**src/rtl/ll_fifo_drain_arbiter.sv**
```systemverilog
// ll_fifo_drain_arbiter: drains the logical queues of linked_list_fifo.
// Each cycle the first eligible queue after the last grant (masked round-robin)
// is popped, and the popped word plus its queue ID is captured into a 2-entry
// output buffer that one consumer drains over valid/ready. The pop decision
// never looks at out_ready, so no combinational path runs from the consumer
// back to the shared buffer.

module ll_fifo_drain_arbiter #(
    parameter int WIDTH     = 4,
    parameter int NUM_FIFOS = 4,
    parameter int SEL_WIDTH = (NUM_FIFOS > 1) ? $clog2(NUM_FIFOS) : 1
) (
    input  logic                 clk,
    input  logic                 rst,
    input  logic [NUM_FIFOS-1:0] empty,
    input  logic [WIDTH-1:0]     data_out,
    input  logic [NUM_FIFOS-1:0] mask,
    output logic                 pop,
    output logic [SEL_WIDTH-1:0] pop_sel,
    output logic                 out_valid,
    input  logic                 out_ready,
    output logic [WIDTH-1:0]     out_data,
    output logic [SEL_WIDTH-1:0] out_qid,
    output logic [15:0]          pop_total
);

    localparam logic [SEL_WIDTH-1:0] LAST_IDX = SEL_WIDTH'(NUM_FIFOS - 1);
    localparam logic [SEL_WIDTH-1:0] SEL_ONE  = SEL_WIDTH'(1);

    logic [NUM_FIFOS-1:0] elig_s;
    logic [SEL_WIDTH-1:0] cand_s;
    logic [SEL_WIDTH-1:0] sel_s;
    logic                 found_s;
    logic                 pop_s;
    logic                 deq_s;

    logic [SEL_WIDTH-1:0] last_r;
    logic [1:0]           occ_r;
    logic                 wr_ptr_r;
    logic                 rd_ptr_r;
    logic [15:0]          pop_total_r;
    logic [WIDTH-1:0]     buf_data_r [2];
    logic [SEL_WIDTH-1:0] buf_qid_r  [2];

    assign elig_s = ~empty & mask;

    // Round-robin search: walk last+1, last+2, ... with an explicit wrap so
    // codes at or above NUM_FIFOS are never visited; first eligible wins.
    always_comb begin
        cand_s  = last_r;
        sel_s   = last_r;
        found_s = 1'b0;
        for (int k = 0; k < NUM_FIFOS; k++) begin
            if (cand_s == LAST_IDX) begin
                cand_s = '0;
            end else begin
                cand_s = cand_s + SEL_ONE;
            end
            if (!found_s && elig_s[cand_s]) begin
                sel_s   = cand_s;
                found_s = 1'b1;
            end else begin
                found_s = found_s;
            end
        end
    end

    assign pop_s     = found_s & (occ_r < 2'd2);
    assign deq_s     = out_valid & out_ready;
    assign pop       = pop_s;
    assign pop_sel   = sel_s;
    assign out_valid = (occ_r != 2'd0);
    assign out_data  = buf_data_r[rd_ptr_r];
    assign out_qid   = buf_qid_r[rd_ptr_r];
    assign pop_total = pop_total_r;

    // Control state: arbitration pointer, buffer pointers, occupancy, pop count.
    always_ff @(posedge clk or posedge rst) begin
        if (rst) begin
            last_r      <= LAST_IDX;
            occ_r       <= 2'd0;
            wr_ptr_r    <= 1'b0;
            rd_ptr_r    <= 1'b0;
            pop_total_r <= 16'd0;
        end else begin
            if (pop_s) begin
                last_r      <= sel_s;
                wr_ptr_r    <= ~wr_ptr_r;
                pop_total_r <= pop_total_r + 16'd1;
            end
            if (deq_s) begin
                rd_ptr_r <= ~rd_ptr_r;
            end
            case ({pop_s, deq_s})
                2'b10:   occ_r <= occ_r + 2'd1;
                2'b01:   occ_r <= occ_r - 2'd1;
                default: occ_r <= occ_r;
            endcase
        end
    end

    // Output buffer storage: the popped word and its queue ID land at the write pointer.
    always_ff @(posedge clk or posedge rst) begin
        if (rst) begin
            buf_data_r[0] <= '0;
            buf_data_r[1] <= '0;
            buf_qid_r[0]  <= '0;
            buf_qid_r[1]  <= '0;
        end else if (pop_s) begin
            buf_data_r[wr_ptr_r] <= data_out;
            buf_qid_r[wr_ptr_r]  <= sel_s;
        end
    end

    ll_fifo_drain_arbiter_chk #(
        .NUM_FIFOS (NUM_FIFOS),
        .SEL_WIDTH (SEL_WIDTH)
    ) u_chk (
        .clk     (clk),
        .rst     (rst),
        .empty   (empty),
        .pop     (pop_s),
        .pop_sel (sel_s),
        .occ     (occ_r)
    );

endmodule

// Safety properties of the drain arbiter: no pop of an empty queue, occupancy
// bounded by the buffer depth, and only legal queue codes on pop_sel.
module ll_fifo_drain_arbiter_chk #(
    parameter int NUM_FIFOS = 4,
    parameter int SEL_WIDTH = 2
) (
    input logic                 clk,
    input logic                 rst,
    input logic [NUM_FIFOS-1:0] empty,
    input logic                 pop,
    input logic [SEL_WIDTH-1:0] pop_sel,
    input logic [1:0]           occ
);

    a_no_empty_pop: assert property (@(posedge clk) disable iff (rst) pop |-> !empty[pop_sel]);
    a_occ_bound:    assert property (@(posedge clk) disable iff (rst) occ <= 2'd2);
    a_sel_legal:    assert property (@(posedge clk) disable iff (rst) int'(pop_sel) < NUM_FIFOS);

endmodule

```
**config.mk**
```make
export PLATFORM = sky130hd
export DESIGN_NAME = ll_fifo_drain_arbiter
export DESIGN_NICKNAME = d
export VERILOG_FILES = /design/src/rtl/ll_fifo_drain_arbiter.sv
export SDC_FILE = /design/constraint.sdc
export NUM_CORES = 1
export LEC_CHECK = 0
export BUFFER_PORTS_ARGS = -buffer_cell sky130_fd_sc_hd__buf_2
export CAP_MARGIN = 20
export CORE_MARGIN = 8
export CORE_UTILIZATION = 55
export CTS_CLUSTER_DIAMETER = 50
export CTS_CLUSTER_SIZE = 28
export DETAILED_ROUTE_END_ITERATION = 10
export PLACE_DENSITY_LB_ADDON = 0.25
export SYNTH_ARGS = -nofsm -noshare
export SYNTH_HDL_FRONTEND = slang
export SYNTH_SLANG_ARGS = --single-unit
```
**constraint.sdc**
```tcl
create_clock -name clk -period 6.95 [get_ports clk]
set_clock_uncertainty 0.15 [all_clocks]
set_input_delay 1.39 -clock clk [delete_from_list [all_inputs] [get_ports clk]]
set_output_delay 1.39 -clock clk [all_outputs]
set_load 0.01 [all_outputs]
```
# --- After elaboration in Yosys (flattened, before gate mapping) ---
# Index checks and enable logic that the tools add are counted.
op_classes:
  addsub: 7
  magnitude_cmp: 8
  eq_ne: 6
  n_mux: 33
  bitwise: 8
  n_reduce_logical: 9
ops:
  columns: ["operator", "count"]
  rows:
  - ["$mux 2", 12]
  - ["$add 16x1->16 const B", 1]
  - ["$mux 4", 4]
  - ["$lt 2x3->1 const B", 4]
  - ["$add 2x1->2 const B", 5]
  - ["$eq 2x2->1 const B", 5]
  - ["$bmux 1 s2", 4]
  - ["$bwmux 8", 1]
  - ["$mux 1", 8]
  - ["$and 4x4->4", 1]
  - ["$bwmux 4", 1]
  - ["$demux 4 s1", 1]
  - ["$ge 2x2->1 const B", 2]
  - ["$logic_and 1x1->1", 4]
  - ["$not 1->2", 2]
  - ["$not 4->4", 1]
  - ["$pmux 2 s2", 1]
  - ["$reduce_bool 2->1", 2]
  - ["$logic_not 1->1", 3]
  - ["$and 1x1->1", 2]
  - ["$demux 2 s1", 1]
  - ["$eq 2x1->1 const B", 1]
  - ["$lt 2x1->1 const B", 1]
  - ["$lt 2x2->1 const B", 1]
  - ["2 further kinds", 3]
word_totals:
  ff_bits: 34
  output_inout_bits: 26

# --- Depth between registers and ports, before layout ---
depth:
  ltp_word: 17
  depth_mapped: 8

# --- Worst setup path after synthesis ---
# Ideal clock, no wire load.
synth_path:
  path_type: "input -> output"
  startpoint: "input port empty[0]"
  endpoint: "output port pop_sel[0]"
  t_arrival_ns: 2.491
  t_required_ns: 5.410
  path_slack_ns: 2.919
  cell_stages: 5
  n_path_buf: 0
  cell_sequence: "or4b_4 nor2_4 o32ai_2 a211oi_2 nor2_1"
synth_between:
  elab_chain_cells: 14
  word_cells_on_any_way: 23
  classes_between: "mux: 15; bitwise: 2; reduce/logical: 6"
synth_rtl:
  columns: ["element", "line", "rtl"]
  rows:
  - ["start, declared", "15", "input logic [NUM_FIFOS-1:0] empty,"]
  - ["$not 4->4 *", "45", "assign elig_s = ~empty & mask;"]
  - ["$and 4x4->4 *", "45", null]
  - ["$bmux 1 s2", "59", "if (!found_s && elig_s[cand_s]) begin"]
  - ["$mux 1 (implied by the code)", "59", null]
  - ["$mux 1", "59", null]
  - ["$logic_not 1->1", "59", null]
  - ["$logic_and 1x1->1", "59", null]
  - ["$mux 1", "59", null]
  - ["$logic_not 1->1", "59", null]
  - ["$logic_and 1x1->1", "59", null]
  - ["$mux 1", "59", null]
  - ["$logic_not 1->1", "59", null]
  - ["$logic_and 1x1->1", "59", null]
  - ["$mux 2 *", "59", null]
  - ["end, declared", "19", "output logic [SEL_WIDTH-1:0] pop_sel,"]
# Mark *: on every way between the ends. The rest lies on a longest branch, timed or not. The select of a mux whose other input is x is not followed.

# --- Worst setup path in the final report ---
# Same ends and word-level chain as after synthesis.

==> impl_metrics.prom <==
# TYPE chip_impl_metric gauge
chip_impl_info{name="run_status",value="finished clean"} 1
chip_impl_metric{name="drive_above_1_share",unit=""} 0.385
chip_impl_metric{name="worstMarginPinSlew",unit="ps"} 537
chip_impl_metric{name="post_cts_resized",unit=""} 0
chip_impl_info{name="hold_path_end",value="pop_total[15]$_DFFE_PP0P_"} 1
chip_impl_metric{name="clock_latency",unit="ps"} 340
chip_impl_metric{name="antennaDiodeCount",unit=""} 0
chip_impl_metric{name="timing.setup.tns",unit="ps"} 0
chip_impl_metric{name="postCtsSetupBuffers",unit=""} 0
chip_impl_metric{name="synth_simple_gate_area_share",unit=""} 0.213
chip_impl_metric{name="yosysWarnings",unit=""} 0
chip_impl_metric{name="placed_area",unit="um^2"} 2110
chip_impl_info{name="worst_hold_path_type",value="register to register"} 1
chip_impl_info{name="worstHoldStart",value="pop_total[15]$_DFFE_PP0P_"} 1
chip_impl_metric{name="max-clock-path-buffers",unit=""} 2
chip_impl_info{name="cts_tree",value="done"} 1
chip_impl_metric{name="maxClockFrequency",unit="MHz"} 228
chip_impl_metric{name="max-slew-margin-rel",unit=""} 0.641
chip_impl_info{name="synth_top_family_by_area",value="simple AND/OR/NAND/NOR gates"} 1
chip_impl_metric{name="final_weighted_congestion_in_routability_driven_placement",unit=""} 1.04
chip_impl_info{name="unrepaired_setup_endpoints_after_global_routing",value="false"} 1
chip_impl_metric{name="rows",unit=""} 21
chip_impl_metric{name="yosys-mux-area-fraction",unit=""} 0.0836
chip_impl_info{name="clock_tree.root_cell",value="sky130_fd_sc_hd__clkbuf_4"} 1
chip_impl_metric{name="netlist-cell-type-count",unit=""} 52
chip_impl_metric{name="yosys_register_bits",unit=""} 34
chip_impl_metric{name="share_of_flip_flops_with_an_asynchronous_set_or_reset_after_synthesis",unit=""} 1.00
chip_impl_metric{name="synthDominantCellAreaShare",unit=""} 0.425
chip_impl_metric{name="ff2ff_path_depth",unit=""} 5
chip_impl_metric{name="finish.net_count",unit=""} 230
chip_impl_metric{name="clock_sink_count",unit=""} 34
chip_impl_metric{name="cp.required",unit="ps"} 5410
chip_impl_metric{name="synth-seq-area-share",unit=""} 0.453
chip_impl_metric{name="detail_route.vias_per_cell",unit=""} 5.49
chip_impl_metric{name="initial_utilization",unit=""} 0.570
chip_impl_metric{name="layout.cell_area.non_filler",unit="um^2"} 2190
chip_impl_metric{name="power.static_leakage",unit="nW"} 1.03
chip_impl_metric{name="first_global_vias",unit=""} 1439
chip_impl_metric{name="io-pin-count",unit=""} 41
chip_impl_metric{name="holdBufCountCts",unit=""} 0
chip_impl_metric{name="synthAdderAreaFrac",unit=""} 0.0199
chip_impl_metric{name="mapped_cell_area",unit="um^2"} 1890
chip_impl_metric{name="floorplan.core_area",unit="um^2"} 3310
chip_impl_metric{name="synth_enable_flop_cells",unit=""} 0
chip_impl_metric{name="power.density_cell_area",unit="nW/um^2"} 418
chip_impl_metric{name="irDropWorstVdd",unit="uV"} 236
chip_impl_info{name="rr_startpoint",value="last_r[0]$_DFFE_PP1P_"} 1
chip_impl_metric{name="grt_first_pass_wirelength",unit="um"} 6350
chip_impl_metric{name="synth_xor_xnor_area_share",unit=""} 0.0929
chip_impl_metric{name="groute.usage.overall",unit=""} 0.149
chip_impl_metric{name="worst_ep_arrival_time",unit="ps"} 2840
chip_impl_metric{name="cts-htree-levels",unit=""} 2
chip_impl_metric{name="timing.critical_path.fanout_max",unit=""} 4
chip_impl_metric{name="hpwl",unit="um"} 3050
chip_impl_metric{name="layout-area-overhead-vs-synth",unit="%"} 16.0
chip_impl_metric{name="post_synthesis_mean_instance_area",unit="um^2"} 11.1
chip_impl_metric{name="die-area",unit="um^2"} 5560
chip_impl_metric{name="reg_to_reg_setup_timing_slack",unit="ps"} 4720
chip_impl_info{name="crit-reg2reg-capture",value="buf_qid_r[1]$_DFFE_PP0P_"} 1
chip_impl_metric{name="antenna_found_initial",unit=""} 0
chip_impl_metric{name="ant_nets",unit=""} 0
chip_impl_info{name="setup.worst_path.class",value="primary input to output port"} 1
chip_impl_metric{name="die_y",unit="um"} 74.6
chip_impl_metric{name="detail_route.wirelength",unit="um"} 3950
chip_impl_metric{name="die_width",unit="um"} 74.6
chip_impl_metric{name="post-route-drc-count",unit=""} 0
chip_impl_metric{name="grt_max_degree",unit=""} 35
chip_impl_metric{name="holdPathStages",unit=""} 1
chip_impl_metric{name="routed_wire_length_per_instance",unit="um"} 15.3
chip_impl_metric{name="total_setup_violations_reported_at_the_end_of_the_flow",unit=""} 0
chip_impl_metric{name="synth_fp_nets",unit=""} 188
chip_impl_info{name="yosysTopAreaCell",value="sky130_fd_sc_hd__dfrtp_1"} 1
chip_impl_metric{name="path_clk_slew",unit="ps"} 90
chip_impl_info{name="synth-main-ff-cell",value="sky130_fd_sc_hd__dfrtp_1"} 1
chip_impl_info{name="element_type_at_the_critical_path_start",value="primary input"} 1
chip_impl_metric{name="report.final.hold_viol_count",unit=""} 0
chip_impl_info{name="dominant_cells_by_area_after_synthesis",value="sky130_fd_sc_hd__dfrtp_1 42%, sky130_fd_sc_hd__mux2_2 7.8%, sky130_fd_sc_hd__xnor2_1 7.0%"} 1
chip_impl_metric{name="cts-buffers-inserted",unit=""} 5
chip_impl_metric{name="num_vias",unit=""} 1423
chip_impl_metric{name="drtIter0Drc",unit=""} 64
chip_impl_metric{name="post_synth_inst_count",unit=""} 170
chip_impl_metric{name="firstDrtPassIters",unit=""} 4
chip_impl_metric{name="final_period_minus_worst_setup_slack",unit="ps"} 4380
chip_impl_metric{name="place.port_buffers",unit=""} 40
chip_impl_info{name="end_kind",value="output port"} 1
chip_impl_metric{name="max_slew_violations",unit=""} 0
chip_impl_metric{name="fin_crit_sh",unit=""} 0.630
chip_impl_metric{name="synth_compound_area_frac",unit=""} 0.109
chip_impl_metric{name="max_cap_viols",unit=""} 0
chip_impl_metric{name="grt_overflow_total",unit=""} 0
how the worst max path moves through the flow:
stage               slack [ps]          to  depth (start not counted)     start
floorplan                 2920  pop_sel[0]                          5  empty[0]
global placement          2640  pop_sel[0]                          7  empty[0]
detailed placement        2580  pop_sel[0]                          7  empty[0]
CTS                       2580  pop_sel[0]                          7  empty[0]
global route              2480  pop_sel[0]                          7   mask[1]
finish                    2570  pop_sel[0]                          7  empty[0]
cell usage in the layout, fill, tap and decap left out, drive strengths merged, types with 2 or more instances in the layout:
cell	instances
xnor2	15
or2	2
ha	3
xor2	5
nor3b	2
o31ai	6
buf	41
or2b	2
inv	2
dfstp	2
nand2	17
nor2	11
nand3	5
and2b	3
clkbuf	8
nand2b	5
mux2	14
nand4	4
a21oi	4
nor3	4
and3	5
o21ai	3
a211oi	4
nor4	2
dfrtp	32
sequential cells by signal, indices dropped and copies added, names as in the netlist:
signal      cells
pop_total      16
buf_qid_r       4
occ_r           2
buf_data_r      8
wr_ptr_r        1
rd_ptr_r        1
last_r          2
stage by stage:
| step | cells | hold slack [ps] | util | total power, mW | setup slack, ps |
|---|---|---|---|---|---|
| final | 259 | 328 | 0.661 | 0.915 | 2570 |
| after global routing | 259 | 346 | 0.661 | 0.975 | 2480 |
| after CTS | 259 | 327 | 0.661 | 0.923 | 2580 |
| after detailed placement | 251 | 310 | 0.637 | 0.787 | 2580 |
| after global placement | 251 | 301 | 0.637 | 0.763 | 2640 |
| after floorplan | 170 | 293 | - | 0.671 | 2920 |
final cells by class:
| cell class | instances | area (um^2) |
|---|---|---|
| Timing Repair Buffer | 41 | 208 |
| Inverter | 2 | 12.5 |
| Sequential cell | 34 | 853 |
| Tap cell | 46 | 57.6 |
| Multi-Input combinational cell | 128 | 977 |
| Clock buffer | 8 | 78.8 |
| Fill cell | 283 | 1120 |
critical path: stages:
cell                       delay (ps)
sky130_fd_sc_hd__buf_2            110
sky130_fd_sc_hd__or4b_4           510
sky130_fd_sc_hd__nor2_4           110
sky130_fd_sc_hd__o32ai_2          110
sky130_fd_sc_hd__a211oi_2         350
sky130_fd_sc_hd__nor2_1           100
sky130_fd_sc_hd__buf_2            150
layer usage:
metal  routed length [um]  global-route usage  part of all wire
met2                 1990               0.253              0.50
met4                   44              0.0543             0.011
met1                 1630               0.165              0.41
met5                    0                   0                 0
met3                  289              0.0566             0.073
Yosys cell counts, types with 2 or more instances:
master                      n
sky130_fd_sc_hd__xnor2_1   15
sky130_fd_sc_hd__nor2_1    10
sky130_fd_sc_hd__o31ai_1    5
sky130_fd_sc_hd__and3_1     4
sky130_fd_sc_hd__nor3_1     3
sky130_fd_sc_hd__dfstp_2    2
sky130_fd_sc_hd__nor3b_1    2
sky130_fd_sc_hd__and2b_2    3
sky130_fd_sc_hd__mux2_2    13
sky130_fd_sc_hd__o21ai_0    3
sky130_fd_sc_hd__xor2_1     5
sky130_fd_sc_hd__ha_1       3
sky130_fd_sc_hd__nand2_1   16
sky130_fd_sc_hd__nor4_1     2
sky130_fd_sc_hd__clkbuf_4   2
sky130_fd_sc_hd__a211oi_2   3
sky130_fd_sc_hd__dfrtp_1   32
sky130_fd_sc_hd__nand4_1    3
sky130_fd_sc_hd__nand3_1    5
sky130_fd_sc_hd__a21oi_1    4
sky130_fd_sc_hd__nand2b_1   4
power by group:
group / total [mW] / switching, mW / internal, mW / leakage, nW
sequential: 0.337 / 0.0655 / 0.272 / 0.427
combinational: 0.442 / 0.233 / 0.210 / 0.556
clock: 0.135 / 0.0662 / 0.0691 / 0.0446
total: 0.915 / 0.364 / 0.550 / 1.03
kinds of logic (layout without fill, tap and decap cells):
group,Yosys count,after routing
fa+ha+maj,3,3
compound gates,24,24
xor+xnor,20,20
simple gates,67,67
flops,34,34
buf+inv,8,51
mux,14,14
(Power assumes the default switching activity.)
